**src/rtl/fetch_unit_if.sv**
```systemverilog
// fetch_unit_if: handshake bundle of the instruction-fetch front end.
//   master : the fetch unit (drives memory requests and the ID-side stream)
//   slave  : the environment (instruction memory, redirect source, ID stage)
// Signals:
//   imem_req_valid/ready/addr : request channel to instruction memory
//   imem_rsp_valid/data       : in-order response channel from memory
//   redirect_valid/pc         : fetch redirect from a later stage
//   id_valid/ready/instr/pc   : buffered instruction stream to ID
//   fifo_count                : occupied instruction-buffer entries
interface fetch_unit_if #(
    parameter int XLEN       = 32,
    parameter int FIFO_DEPTH = 4
);
    localparam int CW = $clog2(FIFO_DEPTH) + 1;

    logic            imem_req_valid;
    logic            imem_req_ready;
    logic [XLEN-1:0] imem_req_addr;
    logic            imem_rsp_valid;
    logic [31:0]     imem_rsp_data;
    logic            redirect_valid;
    logic [XLEN-1:0] redirect_pc;
    logic            id_valid;
    logic            id_ready;
    logic [31:0]     id_instr;
    logic [XLEN-1:0] id_pc;
    logic [CW-1:0]   fifo_count;

    modport master (
        output imem_req_valid, imem_req_addr,
        input  imem_req_ready, imem_rsp_valid, imem_rsp_data,
        input  redirect_valid, redirect_pc,
        output id_valid, id_instr, id_pc, fifo_count,
        input  id_ready
    );

    modport slave (
        input  imem_req_valid, imem_req_addr,
        output imem_req_ready, imem_rsp_valid, imem_rsp_data,
        output redirect_valid, redirect_pc,
        input  id_valid, id_instr, id_pc, fifo_count,
        output id_ready
    );
endinterface

```
**src/rtl/fetch_unit.sv**
```systemverilog
// fetch_unit: instruction-fetch front end between instruction memory and ID.
// Issues sequential, pipelined fetch requests, buffers returned words with
// their PCs in a FIFO_DEPTH-entry FIFO and presents them to ID over
// valid/ready. A redirect clears the buffer and discards wrong-path
// responses still in flight.
// Ports:
//   clk   : clock, all state on the rising edge
//   reset : synchronous, active-low
//   bus   : fetch_unit_if.master (memory request/response, redirect, ID stream)
//
// state | meaning
// IDLE  | one cycle after reset, no requests
// FETCH | normal operation, requests issued while credit is available
// FLUSH | draining wrong-path responses, no requests
module fetch_unit #(
    parameter int              XLEN       = 32,
    parameter logic [XLEN-1:0] RESET_PC   = '0,
    parameter int              FIFO_DEPTH = 4
) (
    input logic          clk,
    input logic          reset,
    fetch_unit_if.master bus
);
    localparam int              PW      = $clog2(FIFO_DEPTH);
    localparam int              CW      = PW + 1;
    localparam logic [XLEN-1:0] PC_STEP = XLEN'(4);
    localparam logic [31:0]     NOP     = 32'h0000_0013;
    localparam logic [CW:0]     DEPTH_W = (CW+1)'(FIFO_DEPTH);
    localparam logic [PW-1:0]   PTR_ONE = PW'(1);

    typedef enum logic [1:0] {IDLE, FETCH, FLUSH} state_t;

    state_t          state;
    logic [XLEN-1:0] pc;
    logic [CW-1:0]   count;
    logic [CW-1:0]   outstanding;
    logic [CW-1:0]   drop_cnt;
    logic [PW-1:0]   fifo_wr, fifo_rd;
    logic [PW-1:0]   pcq_wr, pcq_rd;
    logic [31:0]     fifo_instr [FIFO_DEPTH];
    logic [XLEN-1:0] fifo_pc    [FIFO_DEPTH];
    logic [XLEN-1:0] pcq        [FIFO_DEPTH];

    logic            req_fire, rsp_fire, pop, push;
    logic [CW-1:0]   redir_drop, drop_next;

    // Credit covers both buffered and in-flight words, so every response
    // that is kept always finds a free FIFO slot.
    assign bus.imem_req_valid = (state == FETCH) &&
                                (({1'b0, count} + {1'b0, outstanding}) < DEPTH_W);
    assign bus.imem_req_addr  = pc;
    assign bus.id_valid       = (count != '0);
    assign bus.id_instr       = (count != '0) ? fifo_instr[fifo_rd] : NOP;
    assign bus.id_pc          = (count != '0) ? fifo_pc[fifo_rd] : '0;
    assign bus.fifo_count     = count;

    assign req_fire = bus.imem_req_valid && bus.imem_req_ready;
    // A response with nothing outstanding is a protocol violation: ignore it.
    assign rsp_fire = bus.imem_rsp_valid && (outstanding != '0);
    assign pop      = bus.id_valid && bus.id_ready;
    assign push     = rsp_fire && (drop_cnt == '0) && !bus.redirect_valid;

    // Everything still in flight after this edge belongs to the old path.
    assign redir_drop = outstanding + CW'(req_fire) - CW'(rsp_fire);
    assign drop_next  = drop_cnt - CW'(rsp_fire && (drop_cnt != '0));

    always_ff @(posedge clk) begin
        if (!reset) begin
            state       <= IDLE;
            pc          <= RESET_PC;
            count       <= '0;
            outstanding <= '0;
            drop_cnt    <= '0;
            fifo_wr     <= '0;
            fifo_rd     <= '0;
            pcq_wr      <= '0;
            pcq_rd      <= '0;
        end else begin
            outstanding <= outstanding + CW'(req_fire) - CW'(rsp_fire);

            // PC queue runs independently of redirects so dropped responses
            // still retire their entries in order.
            if (req_fire) begin
                pcq[pcq_wr] <= pc;
                pcq_wr      <= pcq_wr + PTR_ONE;
            end
            if (rsp_fire) begin
                pcq_rd <= pcq_rd + PTR_ONE;
            end

            if (push) begin
                fifo_instr[fifo_wr] <= bus.imem_rsp_data;
                fifo_pc[fifo_wr]    <= pcq[pcq_rd];
            end

            if (bus.redirect_valid) begin
                pc       <= bus.redirect_pc;
                count    <= '0;
                fifo_wr  <= '0;
                fifo_rd  <= '0;
                drop_cnt <= redir_drop;
                state    <= (redir_drop != '0) ? FLUSH : FETCH;
            end else begin
                if (req_fire) begin
                    pc <= pc + PC_STEP;
                end
                count    <= count + CW'(push) - CW'(pop);
                if (push) begin
                    fifo_wr <= fifo_wr + PTR_ONE;
                end
                if (pop) begin
                    fifo_rd <= fifo_rd + PTR_ONE;
                end
                drop_cnt <= drop_next;
                case (state)
                    IDLE:    state <= FETCH;
                    FETCH:   state <= FETCH;
                    FLUSH:   if (drop_next == '0) state <= FETCH;
                    default: state <= IDLE;
                endcase
            end
        end
    end
endmodule

```
**src/flat_wrapper.sv**
```systemverilog
// flat-port wrapper written by rule: the top's interface ports become plain ports
module fetch_unit_flat 
#(
    parameter int              XLEN       = 32,
    parameter logic [XLEN-1:0] RESET_PC   = '0,
    parameter int              FIFO_DEPTH = 4
)
  (clk, reset, bus_imem_req_valid, bus_imem_req_addr, bus_imem_req_ready, bus_imem_rsp_valid, bus_imem_rsp_data, bus_redirect_valid, bus_redirect_pc, bus_id_valid, bus_id_instr, bus_id_pc, bus_fifo_count, bus_id_ready);
  fetch_unit_if #(.XLEN(XLEN), .FIFO_DEPTH(FIFO_DEPTH)) bus_i ();
  input logic clk;
  input logic reset;
  output wire logic [$bits(bus_i.imem_req_valid)-1:0] bus_imem_req_valid;
  output wire logic [$bits(bus_i.imem_req_addr)-1:0] bus_imem_req_addr;
  input wire logic [$bits(bus_i.imem_req_ready)-1:0] bus_imem_req_ready;
  input wire logic [$bits(bus_i.imem_rsp_valid)-1:0] bus_imem_rsp_valid;
  input wire logic [$bits(bus_i.imem_rsp_data)-1:0] bus_imem_rsp_data;
  input wire logic [$bits(bus_i.redirect_valid)-1:0] bus_redirect_valid;
  input wire logic [$bits(bus_i.redirect_pc)-1:0] bus_redirect_pc;
  output wire logic [$bits(bus_i.id_valid)-1:0] bus_id_valid;
  output wire logic [$bits(bus_i.id_instr)-1:0] bus_id_instr;
  output wire logic [$bits(bus_i.id_pc)-1:0] bus_id_pc;
  output wire logic [$bits(bus_i.fifo_count)-1:0] bus_fifo_count;
  input wire logic [$bits(bus_i.id_ready)-1:0] bus_id_ready;
  assign bus_imem_req_valid = bus_i.imem_req_valid;
  assign bus_imem_req_addr = bus_i.imem_req_addr;
  assign bus_i.imem_req_ready = bus_imem_req_ready;
  assign bus_i.imem_rsp_valid = bus_imem_rsp_valid;
  assign bus_i.imem_rsp_data = bus_imem_rsp_data;
  assign bus_i.redirect_valid = bus_redirect_valid;
  assign bus_i.redirect_pc = bus_redirect_pc;
  assign bus_id_valid = bus_i.id_valid;
  assign bus_id_instr = bus_i.id_instr;
  assign bus_id_pc = bus_i.id_pc;
  assign bus_fifo_count = bus_i.fifo_count;
  assign bus_i.id_ready = bus_id_ready;
  fetch_unit #(.XLEN(XLEN), .RESET_PC(RESET_PC), .FIFO_DEPTH(FIFO_DEPTH)) u_core (.clk(clk), .reset(reset), .bus(bus_i));
endmodule
```
**config.mk**
```make
export PLATFORM = sky130hd
export DESIGN_NAME = fetch_unit_flat
export DESIGN_NICKNAME = d
export VERILOG_FILES = /design/src/rtl/fetch_unit_if.sv /design/src/rtl/fetch_unit.sv /design/src/flat_wrapper.sv
export SDC_FILE = /design/constraint.sdc
export NUM_CORES = 1
export LEC_CHECK = 0
export ABC_AREA = 1
export BUFFER_PORTS_ARGS = -buffer_cell sky130_fd_sc_hd__buf_2
export CAP_MARGIN = 0
export CELL_PAD_IN_SITES_DETAIL_PLACEMENT = 1
export CELL_PAD_IN_SITES_GLOBAL_PLACEMENT = 1
export CORE_ASPECT_RATIO = 1.4
export CORE_MARGIN = 2
export CORE_UTILIZATION = 51
export CTS_CLUSTER_DIAMETER = 150
export CTS_CLUSTER_SIZE = 20
export DETAILED_ROUTE_END_ITERATION = 10
export PLACE_DENSITY_LB_ADDON = 0.1
export SLEW_MARGIN = 0
export SYNTH_ARGS = -nofsm -noshare
export SYNTH_HDL_FRONTEND = slang
export SYNTH_SLANG_ARGS = --single-unit
```
**constraint.sdc**
```tcl
create_clock -name clk -period 7.5 [get_ports clk]
set_input_delay 0.375 -clock clk [delete_from_list [all_inputs] [get_ports clk]]
set_output_delay 0.375 -clock clk [all_outputs]
set_load 0.005 [all_outputs]
```
---- Word level (Yosys, flattened, before mapping) ----
Memory sizes are Yosys's and may differ from the RTL's. A register that Yosys moved wholly into a read port is not among the register bits.
Cells that the tools add are included.
word-level totals
  input bits .............................. 70
  word-level logic and storage cells ...... 67
  bits in registers ....................... 51
  RAM bits ................................ 384
  output and inout port bits .............. 101
  memories ................................ 3
memory list
  memory             words  bits a word  read ports  clocked after memory_dff  write ports  RTL line          source
  u_core.fifo_instr  4      32           1           1                         1            fetch_unit.sv:40  logic [31:0] fifo_instr [FIFO_DEPTH];
  u_core.fifo_pc     4      32           1           1                         1            fetch_unit.sv:41  logic [XLEN-1:0] fifo_pc [FIFO_DEPTH];
  u_core.pcq         4      32           1           1                         1            fetch_unit.sv:42  logic [XLEN-1:0] pcq [FIFO_DEPTH];
operators by class
  order comparisons ....................... 1
  $add $sub $neg .......................... 11
  eq/ne operators ......................... 3
  reduce and logical (&&, ||, !) cells .... 18
  bitwise operators ....................... 1
  muxes and demuxes ....................... 21
operators with widths
  cell                   number
  $mux 32                4
  $add 32x3->32 const B  1
  $mux 2                 9
  $reduce_bool 3->1      4
  $sub 3x1->3            3
  $add 2x1->2 const B    4
  $logic_and 1x1->1      7
  $add 3x1->3            2
  $logic_not 3->1        2
  $mux 1                 6
  $add 3x3->4            1
  $lt 4x3->1 const B     1
  $pmux 2 s2             1
  $reduce_or 2->1        2
  $mux 3                 1
  $ne 3x2->1 const B     1
  $eq 2x1->1 const B     1
  $eq 2x2->1 const B     1
  $logic_not 2->1        1
  $reduce_bool 2->1      1
  $logic_not 1->1        1
  $not 1->1              1

---- Longest topological paths before layout ----
  word-level depth ........................ 9
  mapped depth ............................ 14
  gate-level depth less buffers ........... 14

---- Worst setup path after synthesis ----
OpenSTA, ideal clock, no wires.
  path kind ............................... input port to flip-flop
  start point ............................. input port bus_redirect_valid
  end point ............................... memory u_core.fifo_instr[0][0] (enable)
  library setup time ...................... 0.487 ns
  stages on the path ...................... 4
  buffers on the path ..................... 1
  slack ................................... 3.288 ns
  arrival ................................. 3.725 ns
  data required time ...................... 7.013 ns
  cell sequence ........................... buf_2 > nor3_1 > nand2_1 > nor2_1
between the ends
  cells in the longest elaborated chain, start to end .. 5
ends and longest elaborated chain
  what                          RTL line            source
  start, declared               flat_wrapper.sv:17  input wire logic [$bits(bus_i.redirect_valid)-1:0] bus_redirect_valid;
  $logic_not 1->1               fetch_unit.sv:61    assign push = rsp_fire && (drop_cnt == '0) && !bus.redirect_valid;
  $logic_and 1x1->1             fetch_unit.sv:61
  $mux 1                        fetch_unit.sv:91    if (push) begin
  $mux 1                        fetch_unit.sv:68    if (!reset) begin
  $mux 1 (not written as such)  fetch_unit.sv:92    fifo_instr[fifo_wr] <= bus.imem_rsp_data;
  end, declared                 fetch_unit.sv:40
Every way passes these cells.

==> run metrics <==
setup_tns 0 ns; Finished Layout Cells 2227; status complete, no violations; final net count 1842; xor/xnor share of the synthesized area 0.581%; initial DRC count 852; hold-fix buffer count after cts 0; drt total wl 44200 um; Synth top area share 63.7%; Leakage 0.00726 uW; DRC errors left 0; Final Hold Fails 0; fraction of layout cells with a size suffix above 1 14.1%; total gr overflow 0; Synth top cells by count 391 x nor2_1, 384 x edfxtp_1, 203 x o21ai_0; io pins 171; TritonCTS clock tree yes; Crit Path Class flop to output port; antenna violations before repair 0; skew final 0.0295 ns; Die X 163 um; DR vias 12400; effective utilization at floorplan 51.7%; vias in the first global route 13100; Tmin final 3.49 ns; WL met2 23800 um; Critical Path RT 7.12 ns; Slew headroom 25.2%; DPL Wire Length 27900 um; H-tree levels 1; PwrDens 249 nW/um^2; Final period util 46.5%; RSZ-0062 raised after global routing false; CP Capture Type output port; largest net degree at the start of global routing 121; global-route wire length before repair 68900 um; area delta synth->final 10.7%; Final WS setup 4.01 ns; Root Buffer clkbuf_16; mean number of vias per cell 5.57; wire length on met3 1610 um; Total GRT Usage 24.0%; Final Slew Violations 0; PortBufs 170; GPL Wtd Cong 0.814; largest cells by area after synthesis edfxtp_1 64%, nor2_1 8.1%, dfxtp_1 6.1%; Final setup viols 0; Synth Warn # 0; Post-Synth Simple-Gate Area 14.4%; Largest stage delay, worst path 0.63 ns; CP max stage cell buf_4; final core utilization 57.3%; ys flop type edfxtp_1; Max Freq 287 MHz; VDD IR max 154 uV; antenna-violating nets left 0; Synth async-reset ratio 0%; Setup WS pre-CTS 4.45 ns; Crit path top cell by count buf_4; Compound-Gate Fraction of Synth Area 10.1%; top layer in use met4; Setup Fix Bufs, Post-CTS 0; number of synthesized register bits 439; largest family of logic cells by synthesized area simple AND/OR/NAND/NOR gates; Post-Place Cells 2182; CTS resizes 0; Hold Path Stages 3; FF-to-FF path depth 13; multiplexer area fraction after synthesis 0%; count of cell types in the netlist 41; n_diodes 0; Post-Synthesis Cells 1622; core area 35000 sq um; Max FO, Critical Path 65; row count 81; slew of the pin with the lowest slew margin 1.12 ns; Max clock buf depth 3; fillcell total 3751; drt wl/cell 19.9 um; die area 37000 sq um; Clock Pin Slew Worst Setup and Hold Paths 0.09 ns; CP arrival 3.11 ns; Hold WC Path Type input pin to flop; post-synthesis sequential area ratio 69.8%; Pre-Repair DR Iteration Count 5; Post-Syn Area 18100 sq um; max-cap viol count 0; number of synthesized flops with an enable pin 384; CP Cell Sequence buf_4 -> inv_2 -> buf_4 -> nor2_1 -> o21ai_0 -> a21oi_1 -> buf_2; Design Power 4980 uW; CP Launch Type flop; most common cell in the netlist nor2_1; syn_nets 1711; clock sinks 439; cts bufs inserted 25; post-synth top area cell edfxtp_1; Synth Area in Adders 1.40%; Clock Latency Late Sink 0.57 ns; Post-Syn Area per Cell 11.2 sq um; M1 WL 17600 um; Die Y 227 um
## report_power, final
group	switching, uW	internal [uW]	total, uW	leakage [uW]
Clock	750	634	1380	0.000332
Combinational	493	215	708	0.00299
Sequential	70.7	2820	2890	0.00393
Total	1310	3670	4980	0.00726
## worst paths after layout
path | startpoint | to | slack [ns]
worst max-delay path | flop | bus_id_pc[15] | 4.01
worst min register to register | u_core.pcq_rd[1] | u_core.pcq_rd[1] | 0.47
worst max register to register | u_core.bus.fifo_count[2] | u_core.state[1] | 4.61
worst min-delay path | bus_redirect_pc[0] | u_core.bus.imem_req_addr[0] | 0.03
## state kept, by name, indices dropped and copies added (netlist names), named ones only
signal	cells
u_core.bus.imem_req_addr	32
u_core.outstanding	3
u_core.fifo_rd	2
u_core.pcq_rd	2
u_core.state	2
u_core.bus.fifo_count	3
u_core.fifo_pc	128
u_core.pcq_wr	2
u_core.fifo_wr	2
u_core.fifo_instr	128
u_core.drop_cnt	3
u_core.pcq	128
## final cells by class
type / count / area (sq um) / share of cell area (%)
clock buffer: 45 / 701 / 3.50
inverter: 83 / 312 / 1.56
multi-input combinational: 1018 / 4830 / 24.1
sequential: 439 / 12600 / 63.1
tap: 456 / 571 / 2.85
timing repair buffer: 186 / 971 / 4.85
## logic make-up (layout without fill, tap and decap cells)
kind of cell    Yosys count  after routing
simple gates            641            641
flops                   439            439
compound gates          346            346
buf+inv                 165            314
fa+ha+maj                19             19
xor+xnor                 12             12
## per-layer routing
layer / vias to the layer above / GRT usage [%]
li1: 5860 / -
met2: 264 / 45.5
met3: 70 / 2.32
met1: 6220 / 28.2
met5: - / 0
met4: 0 / 7.79
## critical path, delay by kind of cell, from the launching register on
kind / cells / cell delay, ns
buf+inv: 4 / 1.71
flops: 1 / 0.32
compound gates: 2 / 0.32
simple gates: 1 / 0.16
## stage by stage
stage	area, sq um	hold slack [ns]
finish	20000	0.0299
global route	20000	0.0186
CTS	20000	0.00427
detailed placement	19300	0.458
global placement	19300	0.455
floorplan	18100	0.436
## cells in the final DEF (no fill, tap or decap), types with 2 or more instances in the layout
cell	netlist	layout
a21boi_1	4	4
a21oi_1	92	92
a31oi_1	2	2
buf_2	22	170
buf_4	2	16
clkbuf_1	50	20
clkbuf_16	0	25
dfxtp_1	55	52
dfxtp_2	0	2
edfxtp_1	384	384
fa_1	2	2
ha_1	17	17
inv_1	77	77
inv_2	5	5
nand2_1	175	175
nand2_2	3	3
nand2_4	2	2
nand3_1	44	44
nand3_2	2	2
nand3b_1	3	3
nor2_1	391	383
nor2_2	8	12
nor2_4	5	9
nor3b_1	3	3
o21ai_0	203	203
o21bai_1	5	5
o22ai_1	32	32
o311ai_0	3	3
xnor2_1	4	4
xor2_1	8	8
Note: power is estimated with default switching activity, not from simulation.
